`src/rtl/universal_pkg.sv`:
```
// Shared types and constants for the universal shift-register receive path.
package universal_pkg;

    typedef enum logic [1:0] {IDLE, SHIFT, DONE} deser_state_t;

    localparam int DW_DEFAULT = 4;

    localparam logic MSB_FIRST = 1'b1;
    localparam logic LSB_FIRST = 1'b0;

endpackage

```
`src/rtl/universal_deser.sv`:
```
// Framed serial-in / parallel-out receiver, MSB- or LSB-first.
module universal_deser
    import universal_pkg::*;
#(
    parameter int DW = DW_DEFAULT,
    localparam int CW = $clog2(DW) + 1
) (
    input  logic          clk,
    input  logic          rst,
    input  logic          enable,
    input  logic          start,
    input  logic          msb_first,
    input  logic          sin,
    output logic [DW-1:0] out,
    output logic          valid,
    output logic          busy
);

    deser_state_t state_q, state_d;
    logic [DW-1:0] shreg_q, shreg_d;
    logic [DW-1:0] out_q, out_d;
    logic [CW-1:0] cnt_q, cnt_d;
    logic          order_q, order_d;

    logic [DW-1:0] sh_msb;
    logic [DW-1:0] sh_lsb;

    assign sh_msb = {shreg_q[DW-2:0], sin};
    assign sh_lsb = {sin, shreg_q[DW-1:1]};

    always_comb begin
        state_d = state_q;
        shreg_d = shreg_q;
        out_d   = out_q;
        cnt_d   = cnt_q;
        order_d = order_q;
        unique case (state_q)
            IDLE: begin
                if (enable && start) begin
                    order_d = msb_first;
                    shreg_d = (msb_first == LSB_FIRST) ? sh_lsb : sh_msb;
                    cnt_d   = CW'(1);
                    state_d = SHIFT;
                end
            end
            SHIFT: begin
                if (enable) begin
                    // order is the value latched at start, not the live pin
                    shreg_d = (order_q == MSB_FIRST) ? sh_msb : sh_lsb;
                    if (cnt_q == CW'(DW - 1)) begin
                        out_d   = shreg_d;
                        cnt_d   = '0;
                        state_d = DONE;
                    end else begin
                        cnt_d = cnt_q + CW'(1);
                    end
                end
            end
            DONE: begin
                state_d = IDLE;
            end
            default: begin
                state_d = IDLE;
            end
        endcase
    end

    always_ff @(posedge clk or negedge rst) begin
        if (!rst) begin
            state_q <= IDLE;
            shreg_q <= '0;
            out_q   <= '0;
            cnt_q   <= '0;
            order_q <= LSB_FIRST;
        end else begin
            state_q <= state_d;
            shreg_q <= shreg_d;
            out_q   <= out_d;
            cnt_q   <= cnt_d;
            order_q <= order_d;
        end
    end

    assign out   = out_q;
    assign valid = (state_q == DONE);
    assign busy  = (state_q == SHIFT);

endmodule

```
`config.mk`:
```
export PLATFORM = sky130hd
export DESIGN_NAME = universal_deser
export DESIGN_NICKNAME = d
export VERILOG_FILES = /design/src/rtl/universal_pkg.sv /design/src/rtl/universal_deser.sv
export SDC_FILE = /design/constraint.sdc
export NUM_CORES = 1
export LEC_CHECK = 0
export ABC_AREA = 0
export ABC_CLOCK_PERIOD_IN_PS = 2000
export BUFFER_PORTS_ARGS = -buffer_cell sky130_fd_sc_hd__buf_2
export CAP_MARGIN = 5
export CORE_ASPECT_RATIO = 1.25
export CORE_MARGIN = 4
export CORE_UTILIZATION = 40
export DETAILED_ROUTE_END_ITERATION = 10
export PLACE_DENSITY = 0.68
export SKIP_LAST_GASP = 1
export SYNTH_ARGS = -nofsm -noshare
export SYNTH_HDL_FRONTEND = slang
export SYNTH_SLANG_ARGS = --single-unit
```
`constraint.sdc`:
```
create_clock -name clk -period 2 [get_ports clk]
set_clock_uncertainty 0.1 [all_clocks]
set_input_delay 0.2 -clock clk [delete_from_list [all_inputs] [get_ports clk]]
set_output_delay 0.2 -clock clk [all_outputs]
set_load 0.005 [all_outputs]
```
# Yosys cells after proc, flatten, opt, wreduce, memory -nomap -nowiden
# Index checks and enable logic that the tools add are counted.
[totals] romBits=0 latchBits=0 input_bits=6 regBits=14 mem_bits_rw=0 memories=0
[op_classes] n_mul=0 shift=0 n_mux=13 eq_ne=6 order_cmp=0 n_reduce_logical=7 n_div=0 bitwise=0 addsub=1
[ops] operator="4-bit 2-to-1 mux" n=4
[ops] operator="3-bit 2-to-1 mux" n=3
[ops] operator="3-bit AND reduction" n=3
[ops] operator="4-bit one-hot mux with 2 select lines" n=1
[ops] operator="2-bit 2-to-1 mux" n=3
[ops] operator="3-bit one-hot mux with 2 select lines" n=1
[ops] operator="2-bit != test, second input constant" n=2
[ops] operator="2-bit one-hot mux with 2 select lines" n=1
[ops] operator="3-bit by 1-bit adder with 3-bit output, second input constant" n=1
[ops] operator="3-bit by 2-bit equality test with 1-bit output, second input constant" n=1
[ops] operator="2-bit by 1-bit equality test with 1-bit output, second input constant" n=1
[ops] operator="2-bit equality test, second input constant" n=1
[ops] operator="2-bit zero test" n=1
[ops] operator="2-bit by 1-bit != test with 1-bit output, second input constant" n=1
[ops] operator="2-bit AND reduction" n=1
[ops] operator="2-bit nonzero test" n=1
[ops] operator="1-bit logical AND" n=1

# Depth between registers and ports, before layout
# Gate-level depths: netlist (run 1).
[depth] word_depth=4 depth_mapped=6 ltp_nobuf=5

# Least setup slack after synthesis (run 1)
# Ideal clock, no wire load.
[synth_timing] kind="reg-to-reg" from="register state_q[0]" to="register shreg_q[0]" required_time_ns=1.774 setup_time_ns=0.126 path_stages_with_launch=6 n_path_buf=1 slack_ns=0.552 arrival_ns=1.222 cell_sequence="dfrtp_1 > nor2b_1 > buf_6 > mux2i_4 > mux2i_1 > a21oi_1"
[synth_via] elab_chain_cells=3
[synth_lines] element="from (decl)" line="universal_deser.sv:19" source="deser_state_t state_q, state_d;"
[synth_lines] element="from (signal assigned)" line="universal_deser.sv:76" source="state_q <= state_d;"
[synth_lines] element="2-bit by 1-bit equality test with 1-bit output *"
[synth_lines] element="named net busy" line="universal_deser.sv:16" source="output logic busy"
[synth_lines] element="2-bit != test (no line) / 2-bit nonzero test (equally long branches)"
[synth_lines] element="3-bit AND reduction (no line)"
[synth_lines] element="to (signal assigned)" line="universal_deser.sv:77" source="shreg_q <= shreg_d;"
[synth_lines] element="to (decl)" line="universal_deser.sv:20" source="logic [DW-1:0] shreg_q, shreg_d;"
# Mark *: on every way through the listed nets, which the timed path passes. The rest lies on a longest branch.
# A chain may end at the register's enable or synchronous reset.

# Worst setup path after layout (run 1)
[layout_timing] from="register state_q[0]" to="register shreg_q[2]"
[layout_via] elab_chain_cells=3
[layout_lines] element="2-bit by 1-bit equality test with 1-bit output / 2-bit zero test (equally long branches)" line="universal_deser.sv:37" source="unique case (state_q)"
[layout_lines] element="2-bit != test (no line) / 2-bit nonzero test (equally long branches)"
[layout_lines] element="3-bit AND reduction (no line)"
# Several ways; a longest one is shown, not always the timed one.

==> flow_metrics.py, run 1 <==
metrics = {
    "floorplan": {
        "core-area_um2": 1580,
        "die_area_um2": 2430,
        "die_h_um": 54.2,
        "top_level_ports": 12,
        "row_count": 16,
        "die_w_um": 44.9,
        "initial_core_util_pct": 43.1,
    },
    "placed_design": {
        "place.detailed.hpwl_um": 886,
        "place_area_um2": 742,
        "io_buffers": 11,
        "dp_cells": 87,
        "place_congestion": 0.761,
    },
    "critical_path": {
        "path_max_fanout": 6,
        "worst_r2r_path_depth": 4,
        "critPathMaxStageDelay_ps": 450,
        "path_depth": 4,
        "critPathCaptureType": "register",
        "crit_family": "multiplexers",
        "cp_data_required_time_ps": 2060,
        "worst-endpoint-arrival_ps": 1830,
        "worst-setup-path-type": "reg -> reg",
        "cp-start-kind": "register",
        "critPathBufInv": 0,
        "worstPathCellList": "nor2b_1 > mux2i_4 > mux2i_1 > a21oi_1",
        "crit_slowest_cell": "nor2b_1",
    },
    "power_and_ir_drop": {
        "power_leakage_nw": 0.359,
        "vdd_ir_drop_max_v": 0.000611,
        "powerDensity_nw_per_um2": 1410,
    },
    "yosys": {
        "synth_compound_area_share_pct": 11.9,
        "synthMuxAreaShare_pct": 16.7,
        "synth_edf_count": 0,
        "synth.distinct_cells": 23,
        "synth.net_count": 68,
        "yosys_register_bits": 14,
        "synth_xor_area_share_pct": 0,
        "synthCells": 61,
        "ys_seq_area_share_pct": 51.4,
        "ys_top_cells_by_area": "dfrtp_1 (51%), mux2i_1 (12%), a21oi_1 (6.6%)",
        "yosys.area.top_type": "dfrtp_1",
        "post-synth-top-count-cell": "dfrtp_1",
        "synth_top_family_by_area": "multiplexers",
        "synthArstFlopShare_pct": 100,
        "yosys_warnings": 0,
        "yosys.area_share.adder_pct": 1.83,
        "avgSynthCellArea_um2": 11.2,
        "synth_top_area_share_pct": 51.4,
        "synth_top_flop_cell": "dfrtp_1",
        "syn_area_um2": 682,
        "synth_simple_gate_area_share_pct": 13.9,
        "synth_common_cells": "dfrtp_1 (14), a21oi_1 (9), nor2_1 (9), mux2i_1 (8)",
    },
    "detailed_routing": {
        "dr.first_iter.drc_count": 8,
        "wirelength_um": 1190,
        "dr.pass1.iters": 2,
        "wire_per_inst_um": 13.0,
        "drc": 0,
        "ant_nets": 0,
        "vias": 480,
        "viasPerCell": 5.27,
    },
    "clock_tree": {
        "clock_latency_ps": 280,
        "clockBufferDepth": 2,
        "cts.sinks": 14,
        "cts-buffers-inserted": 3,
        "path_clk_slew_ps": 90,
        "h-tree-depth": 1,
        "ctsResizeCount": 0,
        "root_buffer": "clkbuf_4",
        "cts_tree": "yes",
    },
    "global_route": {
        "grt_max_degree": 15,
        "antenna_found_initial": 0,
        "grt_usage_pct": 12.5,
        "grt-ovfl-total": 0,
        "grt_pass1_vias": 507,
        "grt_pass1_wl_um": 2180,
    },
    "timing": {
        "setup_viol": 0,
        "hold_viol_final": 0,
        "period_minus_slack_ps": 1770,
        "fmax_ghz": 0.566,
        "slew_headroom_pct": 66.8,
        "finalCritPeriodShare_pct": 88.4,
        "worst_slew_pin_slew_ps": 497,
        "slew_viol_final": 0,
        "fin_setup_tns_ps": 0,
        "rsz0062_at_grt": "false",
    },
    "layout": {
        "stdcell_count": 91,
        "antennaDiodeCount": 0,
        "num-fill-cells": 165,
        "final_core_util_pct": 49.0,
        "final_cell_area_um2": 774,
        "syn2layout_area_growth_pct": 13.6,
        "drive_above_1_share_pct": 24.7,
        "nNetsFinal": 82,
    },
    "min_path": {
        "whs_path_depth": 2,
        "holdCritPathClass": "in -> reg",
    },
    "status": {
        "outcome": "finished, final reports clean",
    },
    "job": {
        "drv_cap": 0,
    },
}
[worst register-to-register path, stage by stage, from the launching register on]
cell and delay (ps):
dfrtp_1 410, nor2b_1 450, mux2i_4 390, mux2i_1 220, a21oi_1 80
[cells in the final DEF (no fill, tap or decap)]
master / Yosys / final
dfrtp_1: 14 / 14
buf_2: 2 / 11
nor2_1: 9 / 9
a21oi_1: 9 / 9
mux2i_1: 8 / 8
clkbuf_4: 0 / 3
nor2b_1: 2 / 2
and2b_1: 1 / 1
and3_1: 1 / 1
nor3b_1: 1 / 1
mux2i_4: 1 / 1
nand2b_1: 1 / 1
a21boi_0: 1 / 1
and4bb_2: 1 / 1
mux2_2: 1 / 1
inv_1: 1 / 1
nand4b_1: 1 / 1
o21ai_0: 1 / 1
o211ai_1: 1 / 1
o21a_1: 1 / 1
a311oi_1: 1 / 1
ha_1: 1 / 1
dlygate4sd3_1: 0 / 1
buf_4: 0 / 1
[final cells by class]
| cell class | count | area, µm² | share of cell area, % |
|---|---|---|---|
| clock buffer | 3 | 22.5 | 2.91 |
| multi-input combinational | 42 | 303 | 39.1 |
| sequential | 14 | 350 | 45.2 |
| timing repair buffer | 13 | 72.6 | 9.37 |
| tap | 18 | 22.5 | 2.91 |
| inverter | 1 | 3.75 | 0.485 |
[per-layer routing]
metal,vias up,global-route usage [%],wire length [µm]
li1,240,-,-
met1,224,16.0,534
met2,12,19.1,541
met3,4,2.68,79
met4,0,7.32,31
met5,-,0,0
[metrics by stage]
step / power [mW] / hold slack, ps / worst slack, ps
after floorplan: 0.853 / -196 / 552
after global placement: 0.943 / 18.3 / 285
after detailed placement: 0.955 / 21.9 / 223
after CTS: 1.11 / 93.7 / 207
after global routing: 1.19 / 102 / 60.0
final: 1.10 / 86.6 / 232
[where the power goes]
group | switching, mW | internal, mW
clock | 0.0868 | 0.0697
combinational | 0.191 | 0.238
sequential | 0.112 | 0.397
[flip-flops by register name, summed over array words and instances (netlist names)]
signal and flops:
out 4, shreg_q 4, state_q 2, order_q 1
cnt_q 3
[repair_timing]
| item | in CTS | in global routing |
|---|---|---|
| endpoints found under the hold margin | 14 | 0 |
| buffers inserted | 0 | 0 |
| hold buffers | 1 | 0 |
[final timing paths]
path	startpoint	endpoint	slack (ps)
max in group asynchronous	rst	cnt_q[1]	1310
min in group asynchronous	rst	state_q[1]	240
min reg2reg	state_q[1]	state_q[0]	420
max	state_q[0]	shreg_q[2]	230
max reg2reg	state_q[0]	shreg_q[2]	230
min	enable	state_q[0]	90
[cell families after synthesis]
kind of cell / count (synthesis)
buf+inv: 5
fa+ha+maj: 1
flops: 14
compound gates: 14
simple gates: 17
mux: 10
Note: power is estimated with default switching activity, not from simulation.
==> run 2, diff against run 1 <==
--- a/config.mk
+++ b/config.mk
@@ -9,7 +9,6 @@
 export ABC_CLOCK_PERIOD_IN_PS = 2000
 export BUFFER_PORTS_ARGS = -buffer_cell sky130_fd_sc_hd__buf_2
 export CAP_MARGIN = 5
-export CORE_ASPECT_RATIO = 1.25
 export CORE_MARGIN = 4
 export CORE_UTILIZATION = 40
 export DETAILED_ROUTE_END_ITERATION = 10
==> run 2 against run 1 <==
Against the previous run:
- combinational power grew 4%
- sequential power is essentially flat
- first-iteration DRC count shrank 50%
- maximum frequency grew 15%
- highest routed layer unchanged
- core utilization grew 1.0 points
- non-clock buffer count grew 1
- critical path depth grew 1
- largest power group unchanged
- worst hold slack gained 7.7 ps
- via count shrank 2.3%
- die area shrank 0.16%
- count of clock-buffer cells in the layout is the same
- total power grew 1.0%
==> flow_metrics.py, run 2 (synthesized netlist as in run 1, its figures left out) <==
metrics = {
    "status": {
        "outcome": "finished, final reports clean",
    },
    "timing": {
        "slew_headroom_pct": 78.9,
        "setup_viol": 0,
        "setup_ws_ps": 458,
        "fin_setup_tns_ps": 0,
        "slew_viol_final": 0,
        "rsz0062_at_grt": "false",
        "finalCritPeriodShare_pct": 77.1,
        "period_minus_slack_ps": 1540,
        "hold_viol_final": 0,
        "worst_slew_pin_slew_ps": 316,
        "fmax_ghz": 0.649,
    },
    "placed_design": {
        "place_area_um2": 747,
        "place.detailed.hpwl_um": 879,
        "post-place-ws_ps": 446,
        "io_buffers": 11,
        "place_congestion": 0.743,
    },
    "power_and_ir_drop": {
        "power_leakage_nw": 0.364,
        "powerDensity_nw_per_um2": 1420,
        "vdd_ir_drop_max_v": 0.000620,
    },
    "global_route": {
        "grt-ovfl-total": 0,
        "grt_pass1_vias": 456,
        "antenna_found_initial": 0,
        "grt_pass1_wl_um": 1970,
        "grt_usage_pct": 10.5,
        "grt_max_degree": 15,
    },
    "floorplan": {
        "die_w_um": 49.3,
        "initial_core_util_pct": 43.7,
        "row_count": 14,
        "top_level_ports": 12,
        "core-area_um2": 1560,
        "die_h_um": 49.3,
        "die_area_um2": 2430,
    },
    "critical_path": {
        "critPathBufInv": 1,
        "critPathCaptureType": "register",
        "critPathMaxStageDelay_ps": 410,
        "path_max_fanout": 6,
        "worst-endpoint-arrival_ps": 1600,
        "r2r_slack_ps": 460,
        "crit_slowest_cell": "dfrtp_1",
        "crit_path_end": "shreg_q[2]",
        "worstPathCellList": "nor2b_1 > buf_4 > mux2i_4 > mux2i_1 > a21oi_1",
        "reg2reg_from": "state_q[0]",
        "cp-start-kind": "register",
        "startpoint": "state_q[0]",
        "worst_r2r_path_depth": 5,
        "cp_data_required_time_ps": 2050,
        "worst-setup-path-type": "reg -> reg",
        "crit_family": "multiplexers",
        "reg2reg_to": "shreg_q[2]",
        "path_depth": 5,
    },
    "detailed_routing": {
        "wirelength_um": 1170,
        "ant_nets": 0,
        "dr.pass1.iters": 3,
        "viasPerCell": 5.21,
        "wire_per_inst_um": 12.9,
        "drc": 0,
        "dr.first_iter.drc_count": 4,
        "vias": 469,
    },
    "clock_tree": {
        "root_buffer": "clkbuf_4",
        "clockBufferDepth": 2,
        "post-cts-setup-buffers": 0,
        "cts.sinks": 14,
        "cts_tree": "yes",
        "ctsResizeCount": 0,
        "h-tree-depth": 1,
        "clock_latency_ps": 270,
        "cts-buffers-inserted": 3,
        "path_clk_slew_ps": 70,
    },
    "layout": {
        "final_cell_mix": "dfrtp_1 (14), buf_2 (11), nor2_1 (9), a21oi_1 (9), mux2i_1 (8)",
        "final_core_util_pct": 50.0,
        "syn2layout_area_growth_pct": 14.3,
        "final_cell_area_um2": 779,
        "nNetsFinal": 83,
        "drive_above_1_share_pct": 25.7,
        "final_common_cell": "dfrtp_1",
        "antennaDiodeCount": 0,
    },
    "min_path": {
        "holdCritPathClass": "in -> reg",
        "hold_start": "enable",
    },
    "job": {
        "drv_cap": 0,
    },
}
[run 2: changes by cell type in the layout (fill, tap and decap cells not counted)]
cell,delta
buf_4,+1
[run 2: how the worst min path moves through the flow]
stage | endpoint | slack [ps] | cells after the start
after floorplan | cnt_q[0] | -200 | 0
after global placement | cnt_q[2] | 9 | 1
after detailed placement | cnt_q[2] | 10 | 1
after CTS | state_q[0] | 90 | 2
after global routing | state_q[0] | 110 | 2
final | state_q[0] | 90 | 2
[run 2: per-stage QoR]
stage | instances | total power [mW] | hold slack [ps]
2_1_floorplan | 61 | 0.853 | -196
3_3_place_gp | 86 | 0.956 | 9.27
3_5_place_dp | 86 | 0.971 | 10.1
4_1_cts | 90 | 1.12 | 90.7
5_1_grt | 90 | 1.20 | 109
6_report | 90 | 1.11 | 94.3
[run 2: layout make-up]
class / instances / area [µm²]
Tap cell: 16 / 20.0
Clock buffer: 3 / 22.5
Multi-Input combinational cell: 42 / 303
Inverter: 1 / 3.75
Fill cell: 144 / 779
Timing Repair Buffer: 14 / 80.1
Sequential cell: 14 / 350
[run 2: metal layers]
layer | global-route usage, % | share of wire [%] | vias up
li1 | - | - | 242
met1 | 13.1 | 46 | 214
met2 | 16.3 | 46 | 11
met3 | 3.98 | 6.5 | 2
met4 | 4.27 | 0.86 | 0
met5 | 0 | 0 | -
[run 2: worst reg2reg max path, delay by kind of cell (launching register included)]
family | cells | cell delay, ps
simple gates | 1 | 150
buf+inv | 1 | 160
compound gates | 1 | 90
flops | 1 | 410
mux | 2 | 530
[run 2: power by group]
part	switching, mW	internal [mW]
logic	0.197	0.252
registers	0.111	0.397
clock network	0.0794	0.0696
[run 2: timing repair]
item,in CTS,in global routing
endpoints found under the hold margin,14,0
hold buffers,1,0
endpoints found under the setup margin,0,0
